**config.mk**
```make
export PLATFORM = sky130hd
export DESIGN_NAME = uart_tx_periph
export DESIGN_NICKNAME = d
export VERILOG_FILES = /design/src/rtl/uart_tx_periph.sv
export SDC_FILE = /design/constraint.sdc
export NUM_CORES = 1
export LEC_CHECK = 0
export CORE_MARGIN = 4
export CORE_UTILIZATION = 45
export CTS_CLUSTER_DIAMETER = 60
export DETAILED_ROUTE_END_ITERATION = 12
export GPL_TIMING_DRIVEN = 0
export PLACE_DENSITY = 0.77
export SLEW_MARGIN = 30
export SYNTH_ARGS = -nofsm -noshare
export SYNTH_HDL_FRONTEND = slang
export SYNTH_SLANG_ARGS = --single-unit
```
**constraint.sdc**
```tcl
create_clock -name clk -period 4.04 [get_ports clk]
set_input_delay 0.808 -clock clk [delete_from_list [all_inputs] [get_ports clk]]
set_output_delay 0.808 -clock clk [all_outputs]
set_load 0.05 [all_outputs]
```
**src/rtl/uart_tx_periph.sv**
```systemverilog
// ---------------------------------------------------------------------------
// uart_tx_periph
// Memory-mapped 8N1 UART transmitter on the CPU data bus. Written bytes are
// buffered in a small FIFO and serialised LSB first on txd. Frames are sent
// back-to-back while the FIFO has data.
//
// Register window (16 bytes at BASE_ADDR; addr[1:0] ignored):
//   0x0 TXDATA  write pushes data_i[7:0]; reads return 0
//   0x4 STATUS  [0] busy, [1] full, [2] empty, [3] overflow (sticky, W1C),
//               [12:8] FIFO count; other bits 0
//   0x8/0xC     reserved (writes ignored, reads 0)
//
// Ports:
//   clk     system clock, rising edge
//   rst     asynchronous active-low reset
//   ce, we  data-bus chip enable / write enable
//   addr    byte address
//   data_i  write data
//   data_o  combinational read data (STATUS on a STATUS read hit, else 0)
//   txd     registered serial output, idle high
// ---------------------------------------------------------------------------
module uart_tx_periph #(
    parameter logic [31:0] BASE_ADDR    = 32'h0000_1000,
    parameter int          CLKS_PER_BIT = 868,
    parameter int          FIFO_DEPTH   = 8
) (
    input  logic        clk,
    input  logic        rst,
    input  logic        ce,
    input  logic        we,
    input  logic [31:0] addr,
    input  logic [31:0] data_i,
    output logic [31:0] data_o,
    output logic        txd
);

    localparam int AW = $clog2(FIFO_DEPTH);
    localparam int BW = (CLKS_PER_BIT > 1) ? $clog2(CLKS_PER_BIT) : 1;
    localparam logic [BW-1:0] BAUD_LAST = BW'(CLKS_PER_BIT - 1);
    localparam logic [4:0]    CNT_FULL  = 5'(FIFO_DEPTH);

    typedef enum logic [1:0] {S_IDLE, S_START, S_DATA, S_STOP} state_t;

    // ---------------- bus decode ----------------
    logic w_hit, w_wr_data, w_wr_stat, w_rd_stat;
    logic w_unused;

    assign w_hit     = (addr[31:4] == BASE_ADDR[31:4]);
    assign w_wr_data = ce & we & w_hit & (addr[3:2] == 2'd0);
    assign w_wr_stat = ce & we & w_hit & (addr[3:2] == 2'd1);
    assign w_rd_stat = ce & ~we & w_hit & (addr[3:2] == 2'd1);
    assign w_unused  = ^{addr[1:0], data_i[31:8]};

    // ---------------- TX FIFO ----------------
    logic [7:0]    r_mem [FIFO_DEPTH];
    logic [AW-1:0] r_wptr, r_rptr;
    logic [4:0]    r_count;
    logic          r_ovf;
    logic          w_full, w_empty, w_push, w_pop;
    logic [7:0]    w_head;

    // Full/empty come from the pre-edge count, so a write while full is
    // dropped even if the transmitter pops on the same edge.
    assign w_full  = (r_count == CNT_FULL);
    assign w_empty = (r_count == 5'd0);
    assign w_push  = w_wr_data & ~w_full;
    assign w_head  = r_mem[r_rptr];

    always_ff @(posedge clk) begin
        if (w_push) r_mem[r_wptr] <= data_i[7:0];
    end

    always_ff @(posedge clk or negedge rst) begin
        if (!rst) begin
            r_wptr  <= '0;
            r_rptr  <= '0;
            r_count <= '0;
            r_ovf   <= 1'b0;
        end else begin
            if (w_push) r_wptr <= r_wptr + 1'b1;   // power-of-two depth wraps
            if (w_pop)  r_rptr <= r_rptr + 1'b1;
            case ({w_push, w_pop})
                2'b10:   r_count <= r_count + 5'd1;
                2'b01:   r_count <= r_count - 5'd1;
                default: r_count <= r_count;
            endcase
            if (w_wr_data & w_full)
                r_ovf <= 1'b1;
            else if (w_wr_stat & data_i[3])
                r_ovf <= 1'b0;
        end
    end

    // ---------------- TX FSM ----------------
    state_t        r_state, w_state_nxt;
    logic [BW-1:0] r_baud, w_baud_nxt;
    logic [2:0]    r_bit_idx, w_bit_nxt;
    logic [7:0]    r_shift, w_shift_nxt;
    logic          r_txd, w_txd_nxt;
    logic          w_baud_end;

    assign w_baud_end = (r_baud == BAUD_LAST);

    always_ff @(posedge clk or negedge rst) begin
        if (!rst) begin
            r_state   <= S_IDLE;
            r_baud    <= '0;
            r_bit_idx <= '0;
            r_shift   <= '0;
            r_txd     <= 1'b1;
        end else begin
            r_state   <= w_state_nxt;
            r_baud    <= w_baud_nxt;
            r_bit_idx <= w_bit_nxt;
            r_shift   <= w_shift_nxt;
            r_txd     <= w_txd_nxt;
        end
    end

    // txd is computed one cycle ahead so the line changes exactly on the
    // state/bit boundary edge and comes straight from a flop.
    always_comb begin
        w_state_nxt = r_state;
        w_baud_nxt  = r_baud + 1'b1;
        w_bit_nxt   = r_bit_idx;
        w_shift_nxt = r_shift;
        w_txd_nxt   = r_txd;
        w_pop       = 1'b0;
        case (r_state)
            S_IDLE: begin
                w_baud_nxt = '0;
                w_txd_nxt  = 1'b1;
                if (!w_empty) begin
                    w_pop       = 1'b1;
                    w_shift_nxt = w_head;
                    w_state_nxt = S_START;
                    w_txd_nxt   = 1'b0;
                end
            end
            S_START: begin
                if (w_baud_end) begin
                    w_baud_nxt  = '0;
                    w_bit_nxt   = 3'd0;
                    w_state_nxt = S_DATA;
                    w_txd_nxt   = r_shift[0];
                end
            end
            S_DATA: begin
                if (w_baud_end) begin
                    w_baud_nxt = '0;
                    if (r_bit_idx == 3'd7) begin
                        w_state_nxt = S_STOP;
                        w_txd_nxt   = 1'b1;
                    end else begin
                        w_bit_nxt   = r_bit_idx + 3'd1;
                        w_shift_nxt = {1'b0, r_shift[7:1]};
                        w_txd_nxt   = r_shift[1];
                    end
                end
            end
            S_STOP: begin
                if (w_baud_end) begin
                    w_baud_nxt = '0;
                    if (!w_empty) begin
                        // chain straight into the next frame, no idle gap
                        w_pop       = 1'b1;
                        w_shift_nxt = w_head;
                        w_state_nxt = S_START;
                        w_txd_nxt   = 1'b0;
                    end else begin
                        w_state_nxt = S_IDLE;
                        w_txd_nxt   = 1'b1;
                    end
                end
            end
            default: begin
                w_state_nxt = S_IDLE;
                w_baud_nxt  = '0;
                w_txd_nxt   = 1'b1;
            end
        endcase
    end

    // ---------------- read path ----------------
    logic [31:0] w_status;
    assign w_status = {19'd0, r_count, 4'd0, r_ovf, w_empty, w_full, (r_state != S_IDLE)};
    assign data_o   = w_rd_stat ? w_status : 32'd0;
    assign txd      = r_txd;

endmodule

```
# Word level (Yosys, flattened, before mapping)
# Memories as Yosys holds them, arrays and structs flattened.
# Index checks and enable logic that the tools add are counted.
totals:
  elab_cells: 90
  mem_bits_rw: 64
  reg_bits: 36
  out_inout_bits: 33
  latchBits: 0
  n_memories: 1
  inputBits: 68
  mem_bits_ro: 0
mem_list:
  columns: ["memory", "words", "width", "read_ports", "rd_clocked_by_memory_dff", "write_ports", "line_no", "text"]
  rows:
  - ["r_mem", 8, 8, 1, 0, 1, "55", "logic [7:0] r_mem [FIFO_DEPTH];"]
classes:
  n_reduce_logical: 13
  mul: 0
  bitwise: 12
  n_div: 0
  shift: 0
  n_lt_le_gt_ge: 0
  mux: 33
  add_sub_neg: 6
  eq_ne: 16
op_table:
  columns: ["operator", "count"]
  rows:
  - ["8-bit two-way mux", 4]
  - ["28-bit by 9-bit == test with 1-bit output, second input constant", 1]
  - ["8-bit one-hot mux with 3 select lines", 1]
  - ["10-bit one-hot mux with 2 select lines", 1]
  - ["13-bit two-way mux", 1]
  - ["1-bit two-way mux", 12]
  - ["2-bit != test, second input constant", 6]
  - ["10-bit by 1-bit adder with 10-bit output, second input constant", 1]
  - ["1-bit AND", 10]
  - ["10-bit == test, second input constant", 1]
  - ["10-bit two-way mux", 1]
  - ["2-bit two-way mux", 5]
  - ["5-bit one-hot mux with 2 select lines", 1]
  - ["3-bit by 1-bit adder with 3-bit output, second input constant", 3]
  - ["3-bit two-way mux", 3]
  - ["2-bit one-hot mux with 4 select lines", 1]
  - ["4-bit AND reduction", 2]
  - ["2-bit nonzero test", 4]
  - ["2-bit by 1-bit == test with 1-bit output, second input constant", 3]
  - ["2-bit == test, second input constant", 3]
  - ["3-bit one-hot mux with 2 select lines", 1]
  - ["5-bit by 1-bit adder with 5-bit output, second input constant", 1]
  - ["5-bit by 4-bit == test with 1-bit output, second input constant", 1]
  - ["5-bit logical NOT", 1]
  - ["10 further kinds", 12]

# Logic depth before layout (Yosys ltp)
logic_depth:
  depth_word: 6
  ltp_mapped: 13
  mapped_depth_nobuf: 12

# Worst setup path after synthesis
# Ideal clock, no wire load.
synth_timing:
  path_kind: "input port to output port"
  from: "input addr[29]"
  to: "output data_o[0]"
  t_arrival_ps: 2562
  required_time_ps: 3232
  path_slack_ps: 670
  cell_stages: 4
  n_path_buf: 0
  path_cell_list: "nor4_1 > nand4_1 > nor4_1 > nor2b_1"
synth_via:
  elab_chain_len: 4
synth_lines:
  columns: ["item", "line_no", "text"]
  rows:
  - ["start: declaration", "31", "input logic [31:0] addr,"]
  - ["28-bit by 9-bit == test with 1-bit output", "48", "assign w_hit = (addr[31:4] == BASE_ADDR[31:4]);"]
  - ["1-bit AND (2 in a row)", "51", "assign w_rd_stat = ce & ~we & w_hit & (addr[3:2] == 2'd1);"]
  - ["13-bit two-way mux", "187", "assign data_o = w_rd_stat ? w_status : 32'd0;"]
  - ["end: declaration", "33", "output logic [31:0] data_o,"]
# Every way passes these cells.

# Worst setup path in the final report
layout_timing:
  from: "input addr[8]"
  to: "output data_o[1]"
# Same word-level chain as after synthesis.

==> reports/results.ini <==
[clock_network]
htree_levels = 3
clockBufferDepth = 2
cts_made_buffers = 9
root_buffer = clkbuf_8
holdBufCountCts = 0
path_clk_slew_ns = 0.11
cts_tree = yes
cts_sinks = 100
cts_setup_buffers = 0
worst_skew_pair.late_latency_ns = 0.38

[setup_path]
crit_type = in -> out
required_ns = 3.23
crit_path_start_kind = input pin
rr_worst_depth = 13
r2r_start = r_baud[0]
r2r_end = r_count[4]
critPathBufInv = 2
worstPathArrival_ns = 2.97
slowest_stage = dlygate4sd2_1
crit_family = simple AND/OR/NAND/NOR gates
cp-end-kind = output pin
slowest_delay_ns = 0.54
cp_max_fo = 9
critical_path.cell_chain = clkdlybuf4s50_1, nor4_1, nand4_1, nor4_4, and3_1, dlygate4sd2_1
r2r_setup_slack_ns = 0.56

[power_and_ir_drop]
p_seq_frac = 0.586
p_int_mw = 1.45
pwr-share-comb = 0.081
power_density_nw_per_um2 = 336
p_sw_mw = 0.490
ir_drop_v = 0.000348
p_total_mw = 1.94
p_sw_frac = 0.253
leakage_nw = 2.33
p_clk_frac = 0.333

[layout]
syn_to_final_growth_pct = 21.8
antenna_cells = 0
fin_cells = 562
layout.nets = 503
design_area_um2 = 5770
final_util = 0.561
drive_gt1_frac = 0.202

[timing]
finalMaxSlewViolations = 0
grt_setup_unrepaired = no
worstMarginPinSlew_ns = 0.876
setup_viol = 0
hold_viol = 0
fmaxAchievable_mhz = 265
finalCritPeriodShare = 0.934
skew_ns = 0.0121
tns_ns = 0
relSlewSlack = 0.413
finalCriticalPeriod_ns = 3.77

[global_route]
overflow = 0
grt_pass1_vias = 2915
grt_start_max_net_pins = 23
antenna_found_initial = 0
grt.total_usage = 0.153
grt_pass1_wl_mm = 14.7

[yosys]
netlist_instances = 336
ys_top_cells_by_area = edfxtp_1 41%, dfrtp_1 18%, mux4_2 7.6%, buf_4 4.0%, ha_1 3.7%
syn-cell-area_um2 = 4740
synth_edf_count = 64
synth_warnings = 0
synth_cell_types = 47
synth.ff_latch_count = 100
yosys.area.top_type = edfxtp_1
yosysMostFrequentCell = edfxtp_1
synth_top_area_frac = 0.406
ys.flop_type = edfxtp_1
synth_common_cells = 64 x edfxtp_1, 35 x dfrtp_1, 25 x buf_4
async_reset_ff_frac = 0.360
syn_area_per_cell_um2 = 14.1
ys_seq_area_frac = 0.596

[min_path]
hp-class = in -> async

[routing]
viasPerCell = 5.00
drt-total-wl_mm = 8.89
ant_nets = 0
vias = 2811
drt_iter0_drc = 109
wire_per_inst_um = 15.8
drc = 0
firstDrtPassIters = 4

[outcome]
status = finished, final reports clean

[run]
drv_cap = 0

[place]
portBuffers = 51
gp_congestion = 0.782
hpwl_mm = 6.51
dp.cells = 546
placed_area_um2 = 5540

[die]
core-area_um2 = 10300
start_util = 0.461
io_pins = 101
std_cell_rows = 37
fp.dieW_um = 111
die-area_um2 = 12200
die_h_um = 111

[cells in the final DEF, fill, tap and decap left out, drive strengths merged, types with 7 or more instances in the layout]
cell	synthesis	routed
mux2	12	12
mux2i	8	8
nand3	7	7
ha	14	14
edfxtp	64	64
clkdlybuf4s50	0	41
conb	1	23
dfrtp	35	35
and2	8	8
mux4	16	16
clkbuf	7	16
nand2	16	16
nor4	8	8
xor2	12	12
inv	10	14
buf	28	30
nor2	20	20
o21ai	15	15
[state kept, by name (all words and copies together), names as in the netlist]
register and flops:
r_state 2, r_rptr 3, txd 1, r_baud 10, r_bit_idx 3, r_count 5, r_ovf 1, r_shift 8
r_wptr 3, r_mem 64
[logic make-up after synthesis]
logic type,synth area share
muxes,0.122
DFF,0.596
xor gates and xnor gates,0.0333
AOI/OAI and AO/OA,0.0502
adders and majority gates,0.0370
and+or+nand+nor,0.105
other,0.000792
buffers and inverters,0.0563
[area by class of cell]
class / count / area [um^2]
Fill cell: 851 / 4510
Clock buffer: 9 / 124
Inverter: 10 / 37.5
Multi-Input combinational cell: 213 / 1750
Clock inverter: 7 / 86.3
Tap cell: 136 / 170
Buffer: 35 / 229
Sequential cell: 100 / 2820
Timing Repair Buffer: 52 / 544
[worst reg2reg max path: cells and delay by family, from the launching register on]
| family | cells | cell delay (ns) |
|---|---|---|
| simple gates | 2 | 0.86 |
| fa+ha+maj | 3 | 0.80 |
| compound gates | 4 | 0.72 |
| flops | 1 | 0.40 |
| buf+inv | 2 | 0.34 |
| xor+xnor | 2 | 0.29 |
[worst max path at each step]
stage | from | endpoint | slack (ns) | depth (start not counted)
3_3_place_gp | addr[21] | data_o[1] | -0.50 | 6
3_5_place_dp | addr[24] | data_o[1] | -0.18 | 6
6_report | addr[8] | data_o[1] | 0.27 | 6
5_1_grt | addr[5] | r_count[4] | 0.02 | 13
2_1_floorplan | addr[29] | data_o[0] | 0.67 | 4
4_1_cts | addr[24] | data_o[3] | 0.009 | 6
[through the flow]
stage | worst slack (ns) | hold slack, ns
2_1_floorplan | 0.670 | 0.446
3_3_place_gp | -0.496 | 0.468
3_5_place_dp | -0.178 | 0.476
4_1_cts | 0.00881 | 0.334
6_report | 0.265 | 0.335
5_1_grt | 0.0235 | 0.346
[routing by layer]
metal	up-vias	global-route usage	part of all wire
met5	-	0	0
met4	0	0.0378	0.0090
met3	9	0.0499	0.040
met2	44	0.265	0.52
met1	1384	0.185	0.43
li1	1374	-	-
[power by group through the flow]
| stage | sequential, mW | combinational, mW | clock, mW |
|---|---|---|---|
| 2_1_floorplan | 1.15 | 0.0946 | 0 |
| 3_3_place_gp | 1.16 | 0.150 | 0 |
| 3_5_place_dp | 1.16 | 0.157 | 0 |
| 4_1_cts | 1.14 | 0.158 | 0.661 |
| 5_1_grt | 1.14 | 0.168 | 0.706 |
| 6_report | 1.14 | 0.157 | 0.645 |
[what timing repair did]
item,4_1_cts,5_1_grt
cloned,0,0
resized for setup,4,6
endpoints found under the setup margin,9,6
Note: power is estimated with default switching activity, not from simulation.
